$ cat config.mk
export PLATFORM = sky130hd
export DESIGN_NAME = fpu_req_sched
export DESIGN_NICKNAME = d
export VERILOG_FILES = /design/src/rtl/fpu_sched_pkg.sv /design/src/rtl/fpu_req_sched_rr_arb2.sv /design/src/rtl/fpu_req_sched.sv
export SDC_FILE = /design/constraint.sdc
export NUM_CORES = 1
export LEC_CHECK = 0
export ABC_AREA = 1
export CORE_MARGIN = 2
export CORE_UTILIZATION = 25
export DETAILED_ROUTE_END_ITERATION = 16
export PLACE_DENSITY = 0.57
export SLEW_MARGIN = 30
export SYNTH_ARGS = -nofsm -noshare
export SYNTH_HDL_FRONTEND = slang
export SYNTH_HIERARCHICAL = 1
export SYNTH_SLANG_ARGS = --single-unit
$ cat constraint.sdc
create_clock -name aclk -period 6.57 [get_ports aclk]
set_input_delay 1.6425 -clock aclk [delete_from_list [all_inputs] [get_ports aclk]]
set_output_delay 1.6425 -clock aclk [all_outputs]
set_load 0.01 [all_outputs]
$ cat src/rtl/fpu_sched_pkg.sv
// Shared types and constants for the FPU request scheduler.
// State encoding, response codes and the exception-flag width.
package fpu_sched_pkg;

    localparam int FLAG_WIDTH = 5;

    localparam logic [1:0] ST_IDLE  = 2'd0;
    localparam logic [1:0] ST_ISSUE = 2'd1;
    localparam logic [1:0] ST_WAIT  = 2'd2;
    localparam logic [1:0] ST_RESP  = 2'd3;

    typedef enum logic [1:0] {
        IDLE  = ST_IDLE,
        ISSUE = ST_ISSUE,
        WAIT  = ST_WAIT,
        RESP  = ST_RESP
    } state_e;

    localparam logic [1:0] RESP_OKAY   = 2'b00;
    localparam logic [1:0] RESP_SLVERR = 2'b10;

    function automatic logic [7:0] sat_inc8(input logic [7:0] v);
        return (v == 8'hFF) ? v : v + 8'd1;
    endfunction

endpackage

$ cat src/rtl/fpu_req_sched_rr_arb2.sv
// Two-input round-robin arbiter: combinational grant, registered pointer.
// The pointer only breaks ties; a lone requester always wins.
module rr_arb2 (
    input  logic       clk,
    input  logic       srst,
    input  logic [1:0] req,
    input  logic       ptr_upd,
    input  logic       ptr_nxt,
    output logic       gnt_id,
    output logic       gnt_valid
);

    logic ptr;

    always_ff @(posedge clk) begin
        if (srst) begin
            ptr <= 1'b0;
        end else if (ptr_upd) begin
            ptr <= ptr_nxt;
        end
    end

    always_comb begin
        gnt_valid = |req;
        case (req)
            2'b01:   gnt_id = 1'b0;
            2'b10:   gnt_id = 1'b1;
            default: gnt_id = ptr;
        endcase
    end

endmodule

$ cat src/rtl/fpu_req_sched.sv
// Shares one FPU core between two requesters, one operation in flight,
// with a WAIT watchdog that flushes the FPU and returns SLVERR on timeout.
//
// state | meaning
// IDLE  | arbitrate, accept one request, latch operands
// ISSUE | one-cycle fpu_start_o, clear watchdog
// WAIT  | wait for fpu_res_ready_i or watchdog expiry
// RESP  | present response to the granted requester until accepted
module fpu_req_sched
    import fpu_sched_pkg::*;
#(
    parameter int OPERAND_WIDTH  = 32,
    parameter int OP_WIDTH       = 8,
    parameter int TIMEOUT_CYCLES = 64,
    parameter int TO_WIDTH       = $clog2(TIMEOUT_CYCLES)
) (
    input  logic                     aclk,
    input  logic                     srst,
    input  logic                     req0_valid_i,
    input  logic                     req1_valid_i,
    output logic                     req0_ready_o,
    output logic                     req1_ready_o,
    input  logic [OPERAND_WIDTH-1:0] req0_opa_i,
    input  logic [OPERAND_WIDTH-1:0] req1_opa_i,
    input  logic [OPERAND_WIDTH-1:0] req0_opb_i,
    input  logic [OPERAND_WIDTH-1:0] req1_opb_i,
    input  logic [OP_WIDTH-1:0]      req0_op_i,
    input  logic [OP_WIDTH-1:0]      req1_op_i,
    output logic                     rsp0_valid_o,
    output logic                     rsp1_valid_o,
    input  logic                     rsp0_ready_i,
    input  logic                     rsp1_ready_i,
    output logic [OPERAND_WIDTH-1:0] rsp_result_o,
    output logic [FLAG_WIDTH-1:0]    rsp_flag_o,
    output logic [1:0]               rsp_resp_o,
    output logic                     fpu_start_o,
    output logic [OPERAND_WIDTH-1:0] fpu_opa_o,
    output logic [OPERAND_WIDTH-1:0] fpu_opb_o,
    output logic [OP_WIDTH-1:0]      fpu_op_o,
    input  logic [OPERAND_WIDTH-1:0] fpu_result_i,
    input  logic                     fpu_res_ready_i,
    input  logic [FLAG_WIDTH-1:0]    fpu_flag_i,
    output logic                     fpu_flush_o,
    output logic                     busy_o,
    output logic                     grant_id_o,
    output logic [7:0]               err_cnt_o
);

    state_e                   state;
    state_e                   state_nxt;
    logic [TO_WIDTH-1:0]      to_cnt;
    logic                     arb_id;
    logic                     arb_valid;
    logic                     rsp_hs;
    logic                     timeout_hit;
    logic [OPERAND_WIDTH-1:0] sel_opa;
    logic [OPERAND_WIDTH-1:0] sel_opb;
    logic [OP_WIDTH-1:0]      sel_op;

    rr_arb2 u_arb (
        .clk       (aclk),
        .srst      (srst),
        .req       ({req1_valid_i, req0_valid_i}),
        .ptr_upd   (rsp_hs),
        .ptr_nxt   (~grant_id_o),
        .gnt_id    (arb_id),
        .gnt_valid (arb_valid)
    );

    always_comb begin
        req0_ready_o = (state == IDLE) && req0_valid_i && !arb_id;
        req1_ready_o = (state == IDLE) && req1_valid_i &&  arb_id;
        rsp0_valid_o = (state == RESP) && !grant_id_o;
        rsp1_valid_o = (state == RESP) &&  grant_id_o;
        rsp_hs       = (state == RESP) && (grant_id_o ? rsp1_ready_i : rsp0_ready_i);
        // A result arriving on the last watchdog cycle wins over the abort.
        timeout_hit  = (state == WAIT) && !fpu_res_ready_i &&
                       (to_cnt == TO_WIDTH'(TIMEOUT_CYCLES - 1));
        fpu_start_o  = (state == ISSUE);
        fpu_flush_o  = timeout_hit;
        busy_o       = (state != IDLE);
        sel_opa      = arb_id ? req1_opa_i : req0_opa_i;
        sel_opb      = arb_id ? req1_opb_i : req0_opb_i;
        sel_op       = arb_id ? req1_op_i  : req0_op_i;
    end

    always_comb begin
        state_nxt = state;
        case (state)
            IDLE:    if (arb_valid) state_nxt = ISSUE;
            ISSUE:   state_nxt = WAIT;
            WAIT:    if (fpu_res_ready_i || timeout_hit) state_nxt = RESP;
            RESP:    if (rsp_hs) state_nxt = IDLE;
            default: state_nxt = IDLE;
        endcase
    end

    always_ff @(posedge aclk) begin
        if (srst) begin
            state        <= IDLE;
            to_cnt       <= '0;
            grant_id_o   <= 1'b0;
            fpu_opa_o    <= '0;
            fpu_opb_o    <= '0;
            fpu_op_o     <= '0;
            rsp_result_o <= '0;
            rsp_flag_o   <= '0;
            rsp_resp_o   <= RESP_OKAY;
            err_cnt_o    <= '0;
        end else begin
            state <= state_nxt;
            case (state)
                IDLE: begin
                    if (arb_valid) begin
                        grant_id_o <= arb_id;
                        fpu_opa_o  <= sel_opa;
                        fpu_opb_o  <= sel_opb;
                        fpu_op_o   <= sel_op;
                    end
                end
                ISSUE: begin
                    to_cnt <= '0;
                end
                WAIT: begin
                    to_cnt <= to_cnt + 1'b1;
                    if (fpu_res_ready_i) begin
                        rsp_result_o <= fpu_result_i;
                        rsp_flag_o   <= fpu_flag_i;
                        rsp_resp_o   <= RESP_OKAY;
                    end else if (timeout_hit) begin
                        rsp_result_o <= '0;
                        rsp_flag_o   <= '0;
                        rsp_resp_o   <= RESP_SLVERR;
                        err_cnt_o    <= sat_inc8(err_cnt_o);
                    end
                end
                default: ;
            endcase
        end
    end

endmodule

---- Word-level counts from Yosys, hierarchy flattened ----
Cells that the tools add are included.
storage, ports and cells
  flip-flop bits (word level) ............. 129
  input port bits ......................... 188
  output and inout bits ................... 127
  word-level logic and storage cells ...... 64
cells by class
  $add $sub $neg .......................... 2
  equal/unequal tests ..................... 10
  muxes and demuxes ....................... 16
  bitwise operators ....................... 3
  reductions and logical operators ........ 22
operators by type and width
  operator                                        count
  two-way mux 32 bit                              4
  one-hot mux 6 bit (2 select lines)              1
  two-way mux 2 bit                               5
  two-way mux 5 bit                               2
  logical AND 1 bit                               9
  adder 8 x 1 -> 8 bit (second input constant)    1
  == test 8 bit (second input constant)           1
  two-way mux 8 bit                               1
  one-hot mux 2 bit (4 select lines)              1
  adder 6 x 1 -> 6 bit (second input constant)    1
  == test 2 bit (second input constant)           3
  == test 6 bit (second input constant)           1
  nonzero test 2 bit                              3
  == test 2 x 1 -> 1 bit (second input constant)  2
  != test 2 bit (second input constant)           2
  AND reduction 2 bit                             2
  AND reduction 4 bit                             1
  logical NOT 1 bit                               3
  NOT 1 bit                                       3
  AND reduction 3 bit                             1
  logical NOT 2 bit                               1
  != test 2 x 1 -> 1 bit (second input constant)  1
  one-hot mux 1 bit (2 select lines)              1
  OR reduction 2 bit                              1
  2 further kinds                                 2

---- Longest topological paths before layout ----
  depth after elaboration ................. 6
  mapped depth ............................ 10
  gate-level depth less buffers ........... 9

---- Modules after synthesis ----
Netlist, hierarchy kept.
by module, submodules not included
  module         times used  cells each  area each (um^2)  seq. area each (um^2)
  fpu_req_sched  1           790         5,676.7           2,542.4
  rr_arb2        1           15          91.3              20.0

---- Worst setup path before layout ----
No wires, ideal clock.
  path type ............................... input port to output port
  from .................................... input req0_valid_i
  to ...................................... output req1_ready_o
  arrival time ............................ 2.827 ns
  data required time ...................... 4.927 ns
  slack ................................... 2.100 ns
  cell stages on the path ................. 7
  buffers on the path ..................... 2
  cells stage by stage .................... inv_1 -> ha_1 -> o21ai_1 -> buf_2 -> buf_2 -> nand2_1 -> nor2_1
on the way
  longest elaborated chain between the ends .. 3
  elaborated cells between the ends (all ways) .. 4
  classes of those cells .................. 2 x eq/ne; 1 x mux; 1 x reduce/logical
ends and longest elaborated chain
  element                                                         RTL line                     text
  start: declaration                                              fpu_req_sched.sv:19          input logic req0_valid_i,
  == test 2 bit / == test 2 x 1 -> 1 bit (equally long branches)  fpu_req_sched_rr_arb2.sv:25  case (req)
  one-hot mux 1 bit (2 select lines) *                            fpu_req_sched_rr_arb2.sv:25
  net arb_id                                                      fpu_req_sched.sv:52          logic arb_id;
  logical AND 1 bit *                                             fpu_req_sched.sv:72          req1_ready_o = (state == IDLE) && req1_valid_i && arb_id;
  end: declaration                                                fpu_req_sched.sv:22          output logic req1_ready_o,
Mark *: on every way through the listed nets, which the timed path passes. The rest lies on a longest branch.

---- Final worst setup path ----
  from .................................... input req1_valid_i
  to ...................................... output req1_ready_o
on the way
  longest elaborated chain between the ends .. 3
  elaborated cells between the ends (all ways) .. 5
  classes of those cells .................. 2 x eq/ne; 1 x mux; 2 x reduce/logical
ends and longest elaborated chain
  element                                                         RTL line                     text
  start: declaration                                              fpu_req_sched.sv:20          input logic req1_valid_i,
  == test 2 bit / == test 2 x 1 -> 1 bit (equally long branches)  fpu_req_sched_rr_arb2.sv:25
  one-hot mux 1 bit (2 select lines) *                            fpu_req_sched_rr_arb2.sv:25
  net arb_id                                                      fpu_req_sched.sv:52
  logical AND 1 bit *                                             fpu_req_sched.sv:72
Marks and branches as above.

==> out/results.ini <==
[clocking]
postCtsHoldBufs=0
cts-root-buf=clkbuf_16
clk_pin_slew_ps=60
clock_sinks=128
cts_tree=built
clock_path_buffers=2
cts_resized=0
postCtsSetupBuffers=0
htree_levels=4
insertion_delay_ps=410
cts_made_buffers=17

[floorplanning]
dieHeight_um=156
rows=55
die_area_um2=24300
core_area_um2=22600
dieWidth_um=156
io_pins=315
start_util_pct=25.5

[timing]
finalHoldViolCount=0
finalSetupViolCount=0
rsz0062_at_grt=no
maxSlewHeadroom_pct=43.5
final_max_slew_viol_count=0
final.period_utilization_pct=76.6
skew_ps=5.04
worst_pin_slew_ps=847
period_minus_slack_ps=5040
fin_tns_setup_ps=0
clock.fmax_mhz=199

[critical_path]
critPathArrivalTime_ps=3390
critPathMaxFanout=3
critPathTopFamily=buffers and inverters
startpoint_type=primary input
critPathCaptureType=output port
path_cells=clkdlybuf4s50_1 > inv_1 > ha_1 > nand2_1 > o21ai_4 > nand2_1 > nor2_1 > clkdlybuf4s50_1
worstPathRequired_ps=4930
crit_buf_inv=3
crit_path_max_incr_delay_ps=530
cp_slowest_cell=clkdlybuf4s50_1
path_class=primary input to output port

[drt]
route.detailed.drc=0
met2_length_um=9660
final_antenna_net_count=0
wl_met3_um=1410
highest_layer=met5
via_count=6087
wl_met1_um=8260
viasPerCell=4.39
drtIter0Drc=329
wl_per_cell_um=14.2
routed_wl_um=19700
dr.pass1.iters=5

[synth]
synth-adder-area-share_pct=1.95
synth-compound-area-share_pct=14.9
synthTopCellsByArea=dfxtp_1, nand2_1, o211ai_1, nand3_1, inv_1
yosysTopAreaCell=dfxtp_1
avgSynthCellArea_um2=7.17
synthCells=805
synth-seq-area-share_pct=44.4
synth_most_common_cell=nand2_1
ys_dominant_reg_cell=dfxtp_1
synthSimpleGateAreaFrac_pct=27.3
yosys.area_share.xor_xnor_pct=0.456
syn_nets=1002
muxShareOfSynthArea_pct=0
synth_top_family_by_area=simple AND/OR/NAND/NOR gates
synth_top_area_share_pct=44.4
ys_async_sr_fraction_pct=0
ys_ff_latch=128
ys_types=27
yosys_warnings=6
synthTopCellsByCount=nand2_1, dfxtp_1, inv_1
netlist_area_um2=5770
synth-edff-count=0

[finish]
stdcell_area_um2=9680
synthToLayoutAreaGrowth_pct=67.9
layout-drive-gt1-share_pct=4.45
n_antenna_cell=0
fin_nets=1289

[global_routing]
track_usage_pct=16.1
grt_max_degree=77
grt_overflow_total=0
antenna_found_initial=1
grt_pass1_vias=5982
grt_pass1_wl_um=30900

[power]
ir_drop_mv=0.153
p_per_area_nw_per_um2=351
power.leakage_nw=4.12

[hold_path]
hp-class=flip-flop to flip-flop

[placement]
hpwl_um=13600
placed_area_um2=9070
portBuffers=313
place.gp.congestion=0.771

[job]
cap_violations=0

[outcome]
status=finished clean

logic make-up (layout without fill, tap and decap cells):
family / Yosys count / count (layout)
and+or+nand+nor: 377 / 377
buffers and inverters: 151 / 448
AOI/OAI and AO/OA: 136 / 136
DFF: 128 / 128
adders and majority gates: 9 / 9
xor gates and xnor gates: 3 / 3
other: 1 / 1
worst reg2reg max path, cell delays in order (launching register included):
cell      delay (ps)
dfxtp_1          340
inv_1             80
o21ai_4          140
buf_4            660
inv_2            560
buf_4            420
nand2_1          120
nand3_1          110
o211ai_1         150
inv_1             50
where the power goes:
group	internal (mW)	switching (mW)
Sequential	0.987	0.113
Combinational	0.659	0.676
Clock	0.618	0.343
area by class of cell:
cell class,count,area [µm²]
Clock buffer,22,474
Clock inverter,7,110
Fill cell,2313,13000
Inverter,99,374
Multi-Input combinational cell,526,2590
Sequential cell,128,2560
Tap cell,285,357
Timing Repair Buffer,320,3210
metal layers:
metal / vias up / global-route usage, %
met1: 2689 / 18.5
met5: - / 0
met4: 2 / 4.76
met3: 24 / 5.36
li1: 3177 / -
met2: 195 / 28.3
final timing paths:
check / startpoint / endpoint / slack [ps] / cells after the start
worst min register to register: rsp_result_o[30]$_SDFFE_PP0P_ / rsp_result_o[30]$_SDFFE_PP0P_ / 460 / 2
worst max-delay path: req1_valid_i / req1_ready_o / 1530 / 8
worst max register to register: u_arb/ptr$_SDFFE_PP0P_ / fpu_opa_o[0]$_SDFFE_PP0P_ / 3830 / 9
worst min-delay path: rsp_result_o[30]$_SDFFE_PP0P_ / rsp_result_o[30]$_SDFFE_PP0P_ / 460 / 2
cell usage in the layout (no fill, tap or decap), types with 2 or more instances in the layout:
| master | count |
|---|---|
| dfxtp_1 | 128 |
| buf_4 | 5 |
| clkinv_2 | 4 |
| o211ai_1 | 72 |
| nand4_1 | 2 |
| nand2_2 | 6 |
| or2_2 | 2 |
| clkdlybuf4s50_1 | 312 |
| nand2_1 | 256 |
| inv_2 | 2 |
| a21oi_1 | 54 |
| clkbuf_16 | 17 |
| bufinv_16 | 3 |
| xor2_1 | 3 |
| nor3_1 | 5 |
| o21ai_0 | 8 |
| clkbuf_8 | 3 |
| clkbuf_1 | 2 |
| inv_1 | 96 |
| nor2_1 | 20 |
| ha_1 | 9 |
| nand3_1 | 82 |
registers in the layout (all words and copies together) (netlist names):
signal / count
rsp_flag_o: 5
to_cnt: 6
grant_id_o: 1
rsp_result_o: 32
rsp_resp_o: 1
err_cnt_o: 8
fpu_opb_o: 32
fpu_op_o: 8
state: 2
fpu_opa_o: 32
u_arb/ptr: 1
per-stage QoR:
stage	utilization, %	instances	power [mW]	worst slack [ps]	hold WS [ps]
4_1_cts	42.6	1386	3.45	1530	462
3_5_place_dp	40.1	1357	2.46	1540	453
5_1_grt	42.8	1387	3.61	1400	472
3_3_place_gp	40.1	1357	2.45	1540	447
2_1_floorplan	-	805	1.76	2100	455
6_report	42.8	1387	3.40	1530	457
Power figures use the tool's default switching activity.
==> RTL edit 1: new RTL, config.mk and constraints unchanged <==
Change the parameter `TIMEOUT_CYCLES` from 64 to 32.
--- a/src/rtl/fpu_req_sched.sv
+++ b/src/rtl/fpu_req_sched.sv
@@ -12,5 +12,5 @@
     parameter int OPERAND_WIDTH  = 32,
     parameter int OP_WIDTH       = 8,
-    parameter int TIMEOUT_CYCLES = 64,
+    parameter int TIMEOUT_CYCLES = 32,
     parameter int TO_WIDTH       = $clog2(TIMEOUT_CYCLES)
 ) (
Behaviour: no difference found for any inputs over 4 cycles, from zero or initial values and one cycle with srst high; that may be too few to reach the edited logic, so the function may still have changed.
==> RTL edit 1 against the original RTL <==
Sequential cell count shrank 1. Largest power group unchanged. Synthesized cell count shrank 0.37%. Area after synthesis grew 1.7%. Routed wire length is essentially flat. Setup slack lost 0.0053 ns. Cell area shrank 0.12%. First-iteration DRC count shrank 12%. Clock skew grew 0.0045 ns. Highest routed layer is now met4. Total power shrank 1.9%.
==> RTL edit 1: results (changes against the original RTL) <==
pre-CTS setup slack=1.527 ns (was 1.538 ns); VDD IR-drop max=0.1416 mV (was 0.1531 mV); fill cell count=2,437 (was 2,313); top routing layer in use=met4 (was met5); Least-Margin Pin Slew=0.9279 ns (was 0.8473 ns); number of multi-input logic gates=515 (was 526); status=complete, no violations (unchanged); Psw=1.137 mW (was 1.132 mW); Post-Route WL=19,750 µm (was 19,730 µm); layout cells sized above 1=0.05124 (was 0.04446); Post-DP HPWL=13,480 µm (was 13,610 µm); routability cong.=0.7574 (was 0.7708); hold path start=to_cnt[4] (was rsp_result_o[30]); fin util=0.4157 (was 0.4276); top cells by area, synth=dfxtp_1 (43%), nand2_1 (14%), nand3_1 (10%), o211ai_1 (9.2%), inv_1 (6.0%) (was dfxtp_1 (44%), nand2_1 (17%), o211ai_1 (9.4%), nand3_1 (7.1%), inv_1 (6.2%)); Non-clk invs=102 (was 99); clk_skew=0.009535 ns (was 0.005041 ns); first-pass GRT wire length=30,860 µm (was 30,930 µm); Multi-input gate area=2584 µm² (was 2591 µm²); Die W=157.2 µm (was 155.9 µm); Synthesized Nets=1,000 (was 1,002); initial antenna violation count=0 (was 1); First-pass DRT Iterations=4 (was 5); fin cells=1,412 (was 1,387); synth cell count leaders=nand2_1 (215), dfxtp_1 (127), nand3_1 (119) (was nand2_1 (256), dfxtp_1 (128), inv_1 (96)); vias in the first global route=5,963 (was 5,982); vias per cell=4.341 (was 4.389)
==> RTL edit 1: final timing paths <==
kind                  end  slack (ns)  cells after the start
max          req1_ready_o        1.53                      8
min             to_cnt[4]        0.47                      2
max reg2reg  fpu_opb_o[8]        3.83                      9
min reg2reg     to_cnt[4]        0.47                      2
==> RTL edit 1: cells by family after synthesis <==
group / after synthesis / share of synthesized area
AO/OA/AOI/OAI: 126 / 0.1386
adder cells (fa/ha/maj): 10 / 0.02133
flip-flops: 127 / 0.4334
other: 1 / 0.0006392
buffers and inverters: 160 / 0.1282
AND/OR/NAND/NOR: 378 / 0.2779
==> RTL edit 1: metal layers <==
layer | global-route usage | vias to the layer above
li1 | - | 3174
met1 | 0.1845 | 2705
met2 | 0.2533 | 225
met3 | 0.07214 | 26
met4 | 0.05368 | 0
met5 | 0 | -
==> RTL edit 2: new RTL, same flow settings <==
Without the edit above. Reset style: asynchronous (`srst`), changed in 2 clocked blocks.
--- a/src/rtl/fpu_req_sched_rr_arb2.sv
+++ b/src/rtl/fpu_req_sched_rr_arb2.sv
@@ -13,5 +13,5 @@
     logic ptr;
 
-    always_ff @(posedge clk) begin
+    always_ff @(posedge clk or posedge srst) begin
         if (srst) begin
             ptr <= 1'b0;
--- a/src/rtl/fpu_req_sched.sv
+++ b/src/rtl/fpu_req_sched.sv
@@ -96,5 +96,5 @@
     end
 
-    always_ff @(posedge aclk) begin
+    always_ff @(posedge aclk or posedge srst) begin
         if (srst) begin
             state        <= IDLE;
Check against the original RTL: differs if srst is asserted again (counterexample within 4 cycles, from zero or initial values and one cycle with srst high); with srst held inactive, the same outputs for 4 cycles.
==> RTL edit 2 against the original RTL <==
Total power is 27% higher. Cell area is 2.5% higher. Utilization is 0.36 points lower. Setup slack better by 0.056 ns. Area after synthesis is 2.7% higher. Final cell count is 2.1% lower. Synthesized cell count is 9.1% lower. Routed wire length is 7.3% higher. Sequential cell count stayed put. Largest cell class is now sequential cells.
==> RTL edit 2: results (changes against the original RTL) <==
status=complete, no violations (unchanged); async set-reset flop share out of synthesis=1.000 (was 0); row count=56 (was 55); Power per Cell Area=433.3 nW/µm² (was 350.8 nW/µm²); initial DRC count=314 (was 329); normalized max-slew margin=0.4167 (was 0.4351); Multi-input gate area=2374 µm² (was 2591 µm²); top cells by area, synth=dfrtp_1 (54%), nand2_1 (13%), a21oi_1 (13%), nor2_1 (5.4%), nand3_1 (4.0%) (was dfxtp_1 (44%), nand2_1 (17%), o211ai_1 (9.4%), nand3_1 (7.1%), inv_1 (6.2%)); RR Startpoint=state[0] (was u_arb/ptr); VDD IR-drop max=0.1602 mV (was 0.1531 mV); DP Cell Count=1,327 (was 1,357); CP arrival=3.34 ns (was 3.39 ns); reg2reg setup slack=4.34 ns (was 3.83 ns); Mean Syn Cell Area=8.093 µm² (was 7.165 µm²); layout cells sized above 1=0.05005 (was 0.04446); Layout clock area frac=0.06317 (was 0.06035); final layout net count=1,224 (was 1,289); top routing layer in use=met4 (was met5); met1 GRT Util=0.2010 (was 0.1852); pre-CTS setup slack=1.583 ns (was 1.538 ns); vias per cell=4.425 (was 4.389); Placed Area=9294 µm² (was 9070 µm²); clk_skew=0.01576 ns (was 0.005041 ns); met3 Usage GRT=0.06159 (was 0.05361); gr usage total=0.1619 (was 0.1607); Signal buf overhead=0.3210 (was 0.3319); met3 wire length=2121 µm (was 1411 µm); Post-DP HPWL=14,300 µm (was 13,610 µm); clk_buf instances=19 (was 22); First-pass DRT Iterations=4 (was 5); wire per inst=15.59 µm (was 14.22 µm); routability cong.=0.7570 (was 0.7708); wl on met1=8971 µm (was 8258 µm); first-pass GRT wire length=31,370 µm (was 30,930 µm); initial antenna violation count=0 (was 1); hold slack=0.4898 ns (was 0.4572 ns); fill cell count=2,381 (was 2,313); hold endpoint=rsp_resp_o[1] (was rsp_result_o[30]); Register Area=3203 µm² (was 2562 µm²); f_max=0.2008 GHz (was 0.1986 GHz); worst r2r dst=fpu_opa_o[31] (was fpu_opa_o[0]); Met2 Wirelength=9748 µm (was 9657 µm)
[RTL edit 2: cell count changes after synthesis, sizes merged, moves of 15 or more]
cell | before | now
buf | 24 | 39
nor2 | 21 | 89
nand3 | 82 | 49
o211ai | 72 | 0
a21oi | 54 | 150
clkbuf | 28 | 5
inv | 99 | 34
nand2 | 262 | 211
dfxtp | 128 | 0
dfrtp | 0 | 128
[RTL edit 2: kinds of logic (layout without fill, tap and decap cells)]
kind of cell,after synthesis,count (layout),share of synthesized area
AND/OR/NAND/NOR,355,355,0.2429
AO/OA/AOI/OAI,159,159,0.1343
flip-flops,128,128,0.5407
buffers and inverters,78,385,0.05956
adder cells (fa/ha/maj),9,9,0.01901
XOR/XNOR,2,2,0.002957
other,1,1,0.0006330
[RTL edit 2: where the power goes]
part | total, mW | internal [mW] | leakage, nW | switching, mW
registers | 1.33 | 1.14 | 1.52 | 0.188
logic | 1.94 | 0.962 | 2.48 | 0.981
clock network | 1.03 | 0.646 | 0.288 | 0.383
